===== src/rtl/median_pkg.sv =====
// rtl/median_pkg.sv - shared types and constants for the 13-tap median window
package median_pkg;

    localparam int MEDIAN_N = 13;

    typedef logic [31:0] data_t;

    typedef enum logic [1:0] {
        S_FILL = 2'd0,
        S_STEP = 2'd1,
        S_OUT  = 2'd2
    } median_state_t;

endpackage


===== src/rtl/median_window_13.sv =====
// rtl/median_window_13.sv - sliding 13-sample window with stride and flush for a median network
module median_window_13
    import median_pkg::*;
#(
    parameter int WIDTH  = 32,
    parameter int STRIDE = 1
) (
    input  logic             clk,
    input  logic             rst_n,
    input  logic [WIDTH-1:0] in_data,
    input  logic             in_valid,
    output logic             in_ready,
    input  logic             flush,
    output logic [WIDTH-1:0] data_0,
    output logic [WIDTH-1:0] data_1,
    output logic [WIDTH-1:0] data_2,
    output logic [WIDTH-1:0] data_3,
    output logic [WIDTH-1:0] data_4,
    output logic [WIDTH-1:0] data_5,
    output logic [WIDTH-1:0] data_6,
    output logic [WIDTH-1:0] data_7,
    output logic [WIDTH-1:0] data_8,
    output logic [WIDTH-1:0] data_9,
    output logic [WIDTH-1:0] data_10,
    output logic [WIDTH-1:0] data_11,
    output logic [WIDTH-1:0] data_12,
    output logic             out_valid,
    input  logic             out_ready
);

    generate
        if (STRIDE < 1 || STRIDE > MEDIAN_N) begin : g_bad_stride
            $error("median_window_13: STRIDE must be in 1..13");
        end
        if (WIDTH < 1 || WIDTH > $bits(data_t)) begin : g_bad_width
            $error("median_window_13: WIDTH must be in 1..32");
        end
    endgenerate

    median_state_t r_state;
    median_state_t w_state_nxt;
    logic [3:0]    r_fill;
    logic [3:0]    w_fill_nxt;
    logic [3:0]    r_stride;
    logic [3:0]    w_stride_nxt;
    data_t         r_win [MEDIAN_N];
    logic          w_accept;
    logic [3:0]    w_stride_inc;

    assign out_valid    = (r_state == S_OUT);
    assign in_ready     = rst_n && (!out_valid || out_ready) && !flush;
    assign w_accept     = in_valid && in_ready;
    assign w_stride_inc = r_stride + 4'd1;

    always_comb begin
        w_state_nxt  = r_state;
        w_fill_nxt   = r_fill;
        w_stride_nxt = r_stride;
        if (w_accept && r_fill != 4'(MEDIAN_N)) begin
            w_fill_nxt = r_fill + 4'd1;
        end
        case (r_state)
            S_FILL: begin
                if (w_accept && r_fill == 4'(MEDIAN_N - 1)) begin
                    w_state_nxt  = S_OUT;
                    w_stride_nxt = 4'd0;
                end
            end
            S_STEP: begin
                if (w_accept) begin
                    if (w_stride_inc == 4'(STRIDE)) begin
                        w_state_nxt  = S_OUT;
                        w_stride_nxt = 4'd0;
                    end else begin
                        w_stride_nxt = w_stride_inc;
                    end
                end
            end
            S_OUT: begin
                // an accept here is only possible with out_ready=1 and is the first stride sample
                if (w_accept) begin
                    if (STRIDE == 1) begin
                        w_stride_nxt = 4'd0;
                    end else begin
                        w_state_nxt  = S_STEP;
                        w_stride_nxt = 4'd1;
                    end
                end else if (out_ready) begin
                    w_state_nxt  = S_STEP;
                    w_stride_nxt = 4'd0;
                end
            end
            default: begin
                w_state_nxt  = S_FILL;
                w_stride_nxt = 4'd0;
            end
        endcase
    end

    always_ff @(posedge clk) begin
        if (!rst_n || flush) begin
            r_state  <= S_FILL;
            r_fill   <= 4'd0;
            r_stride <= 4'd0;
            for (int k = 0; k < MEDIAN_N; k++) begin
                r_win[k] <= '0;
            end
        end else begin
            r_state  <= w_state_nxt;
            r_fill   <= w_fill_nxt;
            r_stride <= w_stride_nxt;
            if (w_accept) begin
                for (int k = 0; k < MEDIAN_N - 1; k++) begin
                    r_win[k] <= r_win[k+1];
                end
                r_win[MEDIAN_N-1] <= data_t'(in_data);
            end
        end
    end

    assign data_0  = r_win[0][WIDTH-1:0];
    assign data_1  = r_win[1][WIDTH-1:0];
    assign data_2  = r_win[2][WIDTH-1:0];
    assign data_3  = r_win[3][WIDTH-1:0];
    assign data_4  = r_win[4][WIDTH-1:0];
    assign data_5  = r_win[5][WIDTH-1:0];
    assign data_6  = r_win[6][WIDTH-1:0];
    assign data_7  = r_win[7][WIDTH-1:0];
    assign data_8  = r_win[8][WIDTH-1:0];
    assign data_9  = r_win[9][WIDTH-1:0];
    assign data_10 = r_win[10][WIDTH-1:0];
    assign data_11 = r_win[11][WIDTH-1:0];
    assign data_12 = r_win[12][WIDTH-1:0];

endmodule


===== config.mk =====
export PLATFORM = sky130hd
export DESIGN_NAME = median_window_13
export DESIGN_NICKNAME = d
export VERILOG_FILES = /design/src/rtl/median_pkg.sv /design/src/rtl/median_window_13.sv
export SDC_FILE = /design/constraint.sdc
export NUM_CORES = 1
export LEC_CHECK = 0
export CELL_PAD_IN_SITES_DETAIL_PLACEMENT = 1
export CELL_PAD_IN_SITES_GLOBAL_PLACEMENT = 2
export CORE_MARGIN = 8
export CORE_UTILIZATION = 36
export DETAILED_ROUTE_END_ITERATION = 8
export PLACE_DENSITY = 0.95
export SYNTH_ARGS = -nofsm -noshare
export SYNTH_HDL_FRONTEND = slang
export SYNTH_SLANG_ARGS = --single-unit

===== constraint.sdc =====
create_clock -name clk -period 31 [get_ports clk]
set_input_delay 6.2 -clock clk [delete_from_list [all_inputs] [get_ports clk]]
set_output_delay 6.2 -clock clk [all_outputs]
set_load 0.005 [all_outputs]

# Yosys cells after proc, flatten, opt, wreduce, memory -nomap -nowiden
# Memories as Yosys holds them, arrays and structs flattened.
# Index checks and enable logic that the tools add are counted.
[word_totals]
ff_bits = 10
mem_count = 1
wordCells = 73
out_inout_bits = 418
ramBits = 416
inputBits = 37
[classes]
muxes = 30
add_sub_neg = 2
eq_ne = 11
reduce_logical = 13
n_bitwise = 13
[mem_list]
columns = ["memory", "depth", "width", "read_ports", "rd_clocked_by_memory_dff", "wr", "line", "rtl"]
rows = [
  ["r_win", 13, 32, 13, 0, 13, "median_window_13.sv:46", "data_t r_win [MEDIAN_N];"],
]
[op_table]
columns = ["operator", "count"]
rows = [
  ["32-bit two-way mux", 13],
  ["4-bit two-way mux", 5],
  ["1-bit OR", 13],
  ["4-bit one-hot mux with 3 select lines", 1],
  ["2-bit two-way mux", 5],
  ["4-bit by 1-bit adder with 4-bit output (second input constant)", 2],
  ["2-bit inequality test (second input constant)", 4],
  ["2-bit one-hot mux with 3 select lines", 1],
  ["1-bit logical AND", 5],
  ["1-bit two-way mux", 5],
  ["5-bit AND reduction", 1],
  ["4-bit by 1-bit == test with 1-bit output (second input constant)", 1],
  ["4-bit == test (second input constant)", 1],
  ["4-bit inequality test (second input constant)", 1],
  ["1-bit logical NOT", 3],
  ["3-bit by 1-bit inequality test with 1-bit output (second input constant)", 1],
  ["3-bit AND reduction", 1],
  ["2-bit by 1-bit == test with 1-bit output (second input constant)", 1],
  ["2-bit == test (second input constant)", 1],
  ["2-bit logical NOT", 1],
  ["1-bit logical OR", 2],
  ["2-bit by 1-bit inequality test with 1-bit output (second input constant)", 1],
]

# Depth between registers and ports, before layout
# Gate-level depths: netlist (run 1).
[logic_depth]
depth_word = 10
depth_mapped = 7
depth_no_buf = 6

# Least setup slack after synthesis (run 1)
# OpenSTA, ideal clock, no wires.
[synth_path]
path_type = "input to register"
start = "input flush"
end = "memory r_win[0][0] in the netlist's numbering (enable)"
cell_stages = 4
required_time_ns = 27.977
arrival_ns = 13.665
path_slack_ns = 14.312
n_path_buf = 2
setup_time_ns = 3.023
path_cell_list = "and2b_1 clkbuf_1 clkbuf_1 nand2_1"
[synth_lines]
columns = ["element", "line", "rtl"]
rows = [
  ["from (decl)", "median_window_13.sv:13", "input logic flush,"],
  ["to (decl)", "median_window_13.sv:46", ""],
]

# Worst setup path in the final report (run 1)
[layout_path]
start = "input rst_n"
end = "output in_ready"
[layout_via]
elab_chain_cells = 2
[layout_rtl]
columns = ["element", "line", "rtl"]
rows = [
  ["from (decl)", "median_window_13.sv:9", "input logic rst_n,"],
  ["1-bit logical AND (2 in a row)", "median_window_13.sv:51", "assign in_ready = rst_n && (!out_valid || out_ready) && !flush;"],
  ["to (decl)", "median_window_13.sv:12", "output logic in_ready,"],
]
# No other way between the ends.

==> out/qor.yml, run 1 <==
cts_root_buffer: "clkbuf_16"
core_um2: 44000
initial_utilization: 0.363
fmax_mhz: 72.2
p_leak_nw: 8.48
place_congestion: 0.773
cts_buffers: 46
yosys.area_share.simple: 0.175
async_flop_share: 0
rsz0062_at_grt: "no"
cap_violations: 0
grt_first_pass_wirelength_um: 63900
total_power_mw: 1.32
ys.flop_type: "edfxtp_1"
min_from: "r_fill[1]"
synth.mux.area_fraction: 0.00250
routed_via_density: 4.50
synth.cell_area_um2: 16000
grt-ovfl-total: 0
fin_skew_ps: 20.4
holdPathEnd: "r_fill[1]"
p_per_area_nw_per_um2: 58.6
clk_pin_slew_ps: 60
fin_cells: 2041
min_path_type: "reg -> reg"
tritoncts: "done"
place_inst: 1960
synthTopCellsByArea: "edfxtp_1 (78%), and2_1 (16%), dfxtp_1 (1.3%)"
synth_top_family_by_area: "simple AND/OR/NAND/NOR gates"
synthCells: 957
synth-xor-area-share: 0.000548
timing.final.max_slew_violations: 0
clk_latency_ps: 550
status: "finished, final reports clean"
synth_top_area_cell: "edfxtp_1"
grt_max_degree: 174
nets: 1458
end_kind: "output pin"
cp.required_ps: 24800
postPlaceCellArea_um2: 21100
relSlewSlack: 0.220
io_buffer_count: 454
synth_warnings: 0
path_class: "in -> out"
finalInstanceArea_um2: 22600
synth_fa_ha_area_frac: 0.00391
num_vias: 9194
worstMarginPinSlew_ps: 1170
synthTopCellsByCount: "and2_1 (416), edfxtp_1 (416), clkbuf_2 (28)"
path_max_fanout: 8
worst-r2r-setup-slack_ps: 26930
drive_gt1_frac: 0.0524
setup_tns_ps: 0
rows: 77
cts.sinks: 426
grt_use_total: 0.165
rr_worst_depth: 5
dp_hpwl_um: 31500
hold_depth: 2
htreeDepth: 2
start_kind: "primary input"
die_x_um: 227
synth-seq-area-share: 0.794
grt_pass1_vias: 10048
route.detailed.drc: 0
ir_worst_vdd_uv: 47.4
worstReg2RegEnd: "r_win[0][24]"
drt_first_pass_iters: 4
wl_per_cell_um: 21.7
yosys_register_bits: 426
fin_crit_sh: 0.447
syn2layout_area_growth_pct: 41.1
setup_viol: 0
die_area_um2: 51400
synth_cell_type_count: 33
min_period_ps: 13840
avgSynthCellArea_um2: 16.7
cts_resized: 0
crit_arrival_ps: 7640
hold_buffers: 0
antennaDiodeCount: 0
reg2reg_from: "r_state[0]"
synth_edf_count: 416
ios: 455
utilization: 0.512
synth_top_area_share: 0.781
hold_viol: 0
antenna_found_initial: 0
post_cts_buffers: 0
first_iter_violations: 547
ant_nets: 0
synth_compound_area_frac: 0.00751
die_y_um: 227
synthesis.nets: 999
wl_um: 44300
clk_path_buf_depth: 3
worst max path at each step:
stage | startpoint | end | slack [ps]
floorplan | flush | r_win[0][0] | 14310
global placement | flush | in_ready | 17180
detailed placement | rst_n | in_ready | 17190
CTS | rst_n | in_ready | 17160
global route | flush | in_ready | 17070
finish | rst_n | in_ready | 17160
report_power, final:
part           leakage (nW)  total, mW  switching, mW  internal [mW]
logic                  3.03      0.108         0.0460         0.0619
registers              4.75      0.685         0.0176          0.668
clock network         0.702      0.527          0.217          0.311
total                  8.48       1.32          0.280           1.04
registers in the layout, indices dropped and copies added, names as in the netlist:
register,flops
r_win,416
r_fill,4
r_stride,4
r_state,2
area by class of cell:
| type | instances | area [um^2] |
|---|---|---|
| Fill cell | 4272 | 21500 |
| Sequential cell | 426 | 12700 |
| Timing Repair Buffer | 460 | 4600 |
| Multi-Input combinational cell | 475 | 3050 |
| Clock buffer | 59 | 1260 |
| Tap cell | 592 | 741 |
| Clock inverter | 22 | 184 |
| Inverter | 7 | 26.3 |
placed cells by master (no fill, tap or decap), drive strengths merged:
cell           Yosys  layout
nand3              6       6
a221oi             1       1
xnor2              1       1
clkinv             0      15
buf                5       6
nand3b             2       2
clkbuf            44      59
o211a              1       1
dfxtp             10      10
a22o               1       1
or3b               1       1
o21ai              4       4
a31oi              1       1
clkinvlp           0       2
nor4b              1       1
mux2i              4       4
o221a              1       1
a21oi              6       6
ha                 5       5
o211ai             1       1
edfxtp           416     416
o2111ai            1       1
nand2              6       6
or3                2       2
nor2               6       6
inv                7       9
clkdlybuf4s50      0     454
bufinv             0       3
and2b              1       1
nand2b             5       5
and2             416     416
nand4b             1       1
nor3               1       1
worst max-delay path, stage by stage:
cell	delay, ps
clkdlybuf4s50_1	500
nand2b_1	230
nor2_1	190
clkdlybuf4s50_1	520
logic make-up (layout without fill, tap and decap cells):
| logic type | count (synthesis) | in the layout |
|---|---|---|
| AOI/OAI and AO/OA | 17 | 17 |
| xor gates and xnor gates | 1 | 1 |
| adders and majority gates | 5 | 5 |
| buffers and inverters | 56 | 548 |
| DFF | 426 | 426 |
| muxes | 4 | 4 |
| and+or+nand+nor | 448 | 448 |
stage by stage:
step / setup WS (ps) / hold slack, ps
after floorplan: 14310 / 466
after global placement: 17180 / 482
after detailed placement: 17190 / 516
after CTS: 17160 / 535
after global routing: 17070 / 545
final: 17160 / 529
routing by layer:
layer,GRT usage,up-vias,part of all wire
li1,-,4263,-
met1,0.170,4521,0.35
met2,0.290,342,0.50
met3,0.0781,68,0.12
met4,0.0579,0,0.028
met5,0,-,0
(Power assumes the default switching activity.)
==> run 2: changes to the inputs <==
--- a/config.mk
+++ b/config.mk
@@ -8,9 +8,9 @@
 export CELL_PAD_IN_SITES_DETAIL_PLACEMENT = 1
 export CELL_PAD_IN_SITES_GLOBAL_PLACEMENT = 2
 export CORE_MARGIN = 8
-export CORE_UTILIZATION = 36
+export CORE_UTILIZATION = 30
 export DETAILED_ROUTE_END_ITERATION = 8
-export PLACE_DENSITY = 0.95
+export PLACE_DENSITY = 0.86
 export SYNTH_ARGS = -nofsm -noshare
 export SYNTH_HDL_FRONTEND = slang
 export SYNTH_SLANG_ARGS = --single-unit
==> constraint.sdc (replaced) <==
create_clock -name clk -period 11.55 [get_ports clk]
set_input_delay 2.31 -clock clk [delete_from_list [all_inputs] [get_ports clk]]
set_output_delay 2.31 -clock clk [all_outputs]
set_load 0.005 [all_outputs]
==> out/qor.yml, run 2 (same netlist as run 1, synthesis figures left out) <==
grt_first_pass_wirelength_um: 61600  # was 63900 um
fin_ws_ps: 5510  # was 17160 ps
crit_arrival_ps: 3730  # was 7640 ps
start_kind: "primary input"  # unchanged
fin_skew_ps: 10.9  # was 20.4 ps
grt-ovfl-total: 0  # unchanged
wl_per_cell_um: 20.0  # was 21.7 um
cap_violations: 0  # unchanged
rsz0062_at_grt: "no"  # unchanged
initial_utilization: 0.304  # was 0.363
num_vias: 9066  # was 9194
die_area_um2: 60900  # was 51400 um^2
end_kind: "output pin"  # unchanged
syn2layout_area_growth_pct: 41.7  # was 41.1%
first_iter_violations: 555  # was 547
relSlewSlack: 0.260  # was 0.220
rows: 84  # was 77
route.detailed.drc: 0  # unchanged
htreeDepth: 2  # unchanged
setup_viol: 0  # unchanged
slowest_stage: "clkdlybuf4s50_1"  # unchanged
p_leak_nw: 8.48  # about the same
post_cts_buffers: 0  # unchanged
setup_tns_ps: 0  # unchanged
cts_resized: 0  # unchanged
dp_hpwl_um: 30400  # was 31500 um
final_common_cell: "clkdlybuf4s50_1"  # unchanged
wl_um: 42800  # was 44300 um
utilization: 0.430  # was 0.512
dpl_worst_slack_ps: 5520  # was 17190 ps
reg.largest.list: "r_win: 416 flops, r_fill: 4 flops, r_stride: 4 flops"  # unchanged
crit_family: "buffers and inverters"  # unchanged
ir_worst_vdd_uv: 88.6  # was 47.4 uV
drt_first_pass_iters: 4  # unchanged
status: "finished, final reports clean"  # unchanged
die_x_um: 247  # was 227 um
final_cell_mix: "clkdlybuf4s50_1 (454), and2_1 (416), edfxtp_1 (416)"  # unchanged
p_per_area_nw_per_um2: 156  # was 58.6 nW/um^2
clk_latency_ps: 560  # was 550 ps
ant_nets: 0  # unchanged
io_buffer_count: 454  # unchanged
fin_crit_sh: 0.523
cts_buffers: 46  # unchanged
path_max_fanout: 8  # unchanged
clk_path_buf_depth: 3  # unchanged
grt_pass1_vias: 9620  # was 10048
routed_via_density: 4.24  # was 4.50
ios: 455  # unchanged
crit_buf_inv: 2  # unchanged
timing.final.max_slew_violations: 0  # unchanged
min_period_ps: 6040
drive_gt1_frac: 0.0545  # was 0.0524
cp.required_ps: 9240  # was 24800 ps
grt_use_total: 0.132  # was 0.165
largest_reg_flops: 416  # unchanged
antennaDiodeCount: 0  # unchanged
nets: 1458  # unchanged
cpPeakStageDelay_ps: 520  # about the same
cts_root_buffer: "clkbuf_16"  # unchanged
hold_buffers: 0  # unchanged
antenna_found_initial: 1  # was 0
grt_max_degree: 188  # was 174
clk_pin_slew_ps: 60  # about the same
fmax_mhz: 166
worstMarginPinSlew_ps: 1110  # was 1170 ps
path_class: "in -> out"  # unchanged
min_path_type: "reg -> reg"  # unchanged
core_um2: 52700  # was 44000 um^2
place_congestion: 0.756  # was 0.773
path_cells: "clkdlybuf4s50_1 > nand2b_1 > nor2_1 > clkdlybuf4s50_1"  # unchanged
tritoncts: "done"  # unchanged
die_y_um: 247  # was 227 um
cts.sinks: 426  # unchanged
hold_viol: 0  # unchanged
crit_top_cell: "clkdlybuf4s50_1"  # unchanged
fillers: 5266  # was 4272
top_register: "r_win"  # unchanged
==> run 2: changes by cell type in the layout (fill, tap and decap cells not counted), sizes merged <==
cell	before	now
clkbuf	59	51
clkinv	15	23
clkinvlp	2	3
==> run 2: area by class of cell <==
| cell class | instances | area [um^2] | share of cell area |
|---|---|---|---|
| clock buffer | 51 | 1190 | 0.0526 |
| timing repair buffer | 460 | 4600 | 0.203 |
| inverter | 7 | 26.3 | 0.00116 |
| multi-input combinational | 475 | 3060 | 0.135 |
| tap | 688 | 861 | 0.0380 |
| clock inverter | 31 | 233 | 0.0103 |
| sequential | 426 | 12700 | 0.560 |
==> run 2: worst min-delay path, stage by stage (launching register included) <==
cell and delay [ps]:
dfxtp_1 340, nand2_1 70, a21oi_1 60
==> run 2: final timing paths <==
path                    from       endpoint  slack [ps]  depth (start not counted)
hold / removal     r_fill[1]      r_fill[1]         520                          2
setup / recovery       flush       in_ready        5510                          4
setup reg to reg  r_state[0]  r_win[0][241]        8550                          4
hold reg to reg    r_fill[1]      r_fill[1]         520                          2
==> run 2: per-stage QoR <==
stage | hold slack [ps] | instance area (um^2) | total power [mW] | cells
6_report | 518 | 22700 | 3.53 | 2138
5_1_grt | 559 | 22700 | 3.66 | 2138
4_1_cts | 523 | 22700 | 3.59 | 2138
3_5_place_dp | 514 | 21200 | 2.17 | 2056
3_3_place_gp | 484 | 21200 | 2.15 | 2056
2_1_floorplan | 466 | 16000 | 1.94 | 957
==> run 2: layer usage <==
metal	GRT usage	wire length (um)	vias up
li1	-	-	4254
met1	0.148	16400	4419
met2	0.224	20800	325
met3	0.0583	4360	68
met4	0.0428	1220	0
met5	0	0	-
==> run 2: power breakdown <==
group          leakage, nW  switching (mW)  total (mW)  internal [mW]
Sequential            4.75          0.0450        1.84           1.79
Clock                0.696           0.599        1.41          0.808
Combinational         3.03           0.120       0.287          0.166
Total                 8.48           0.765        3.53           2.77
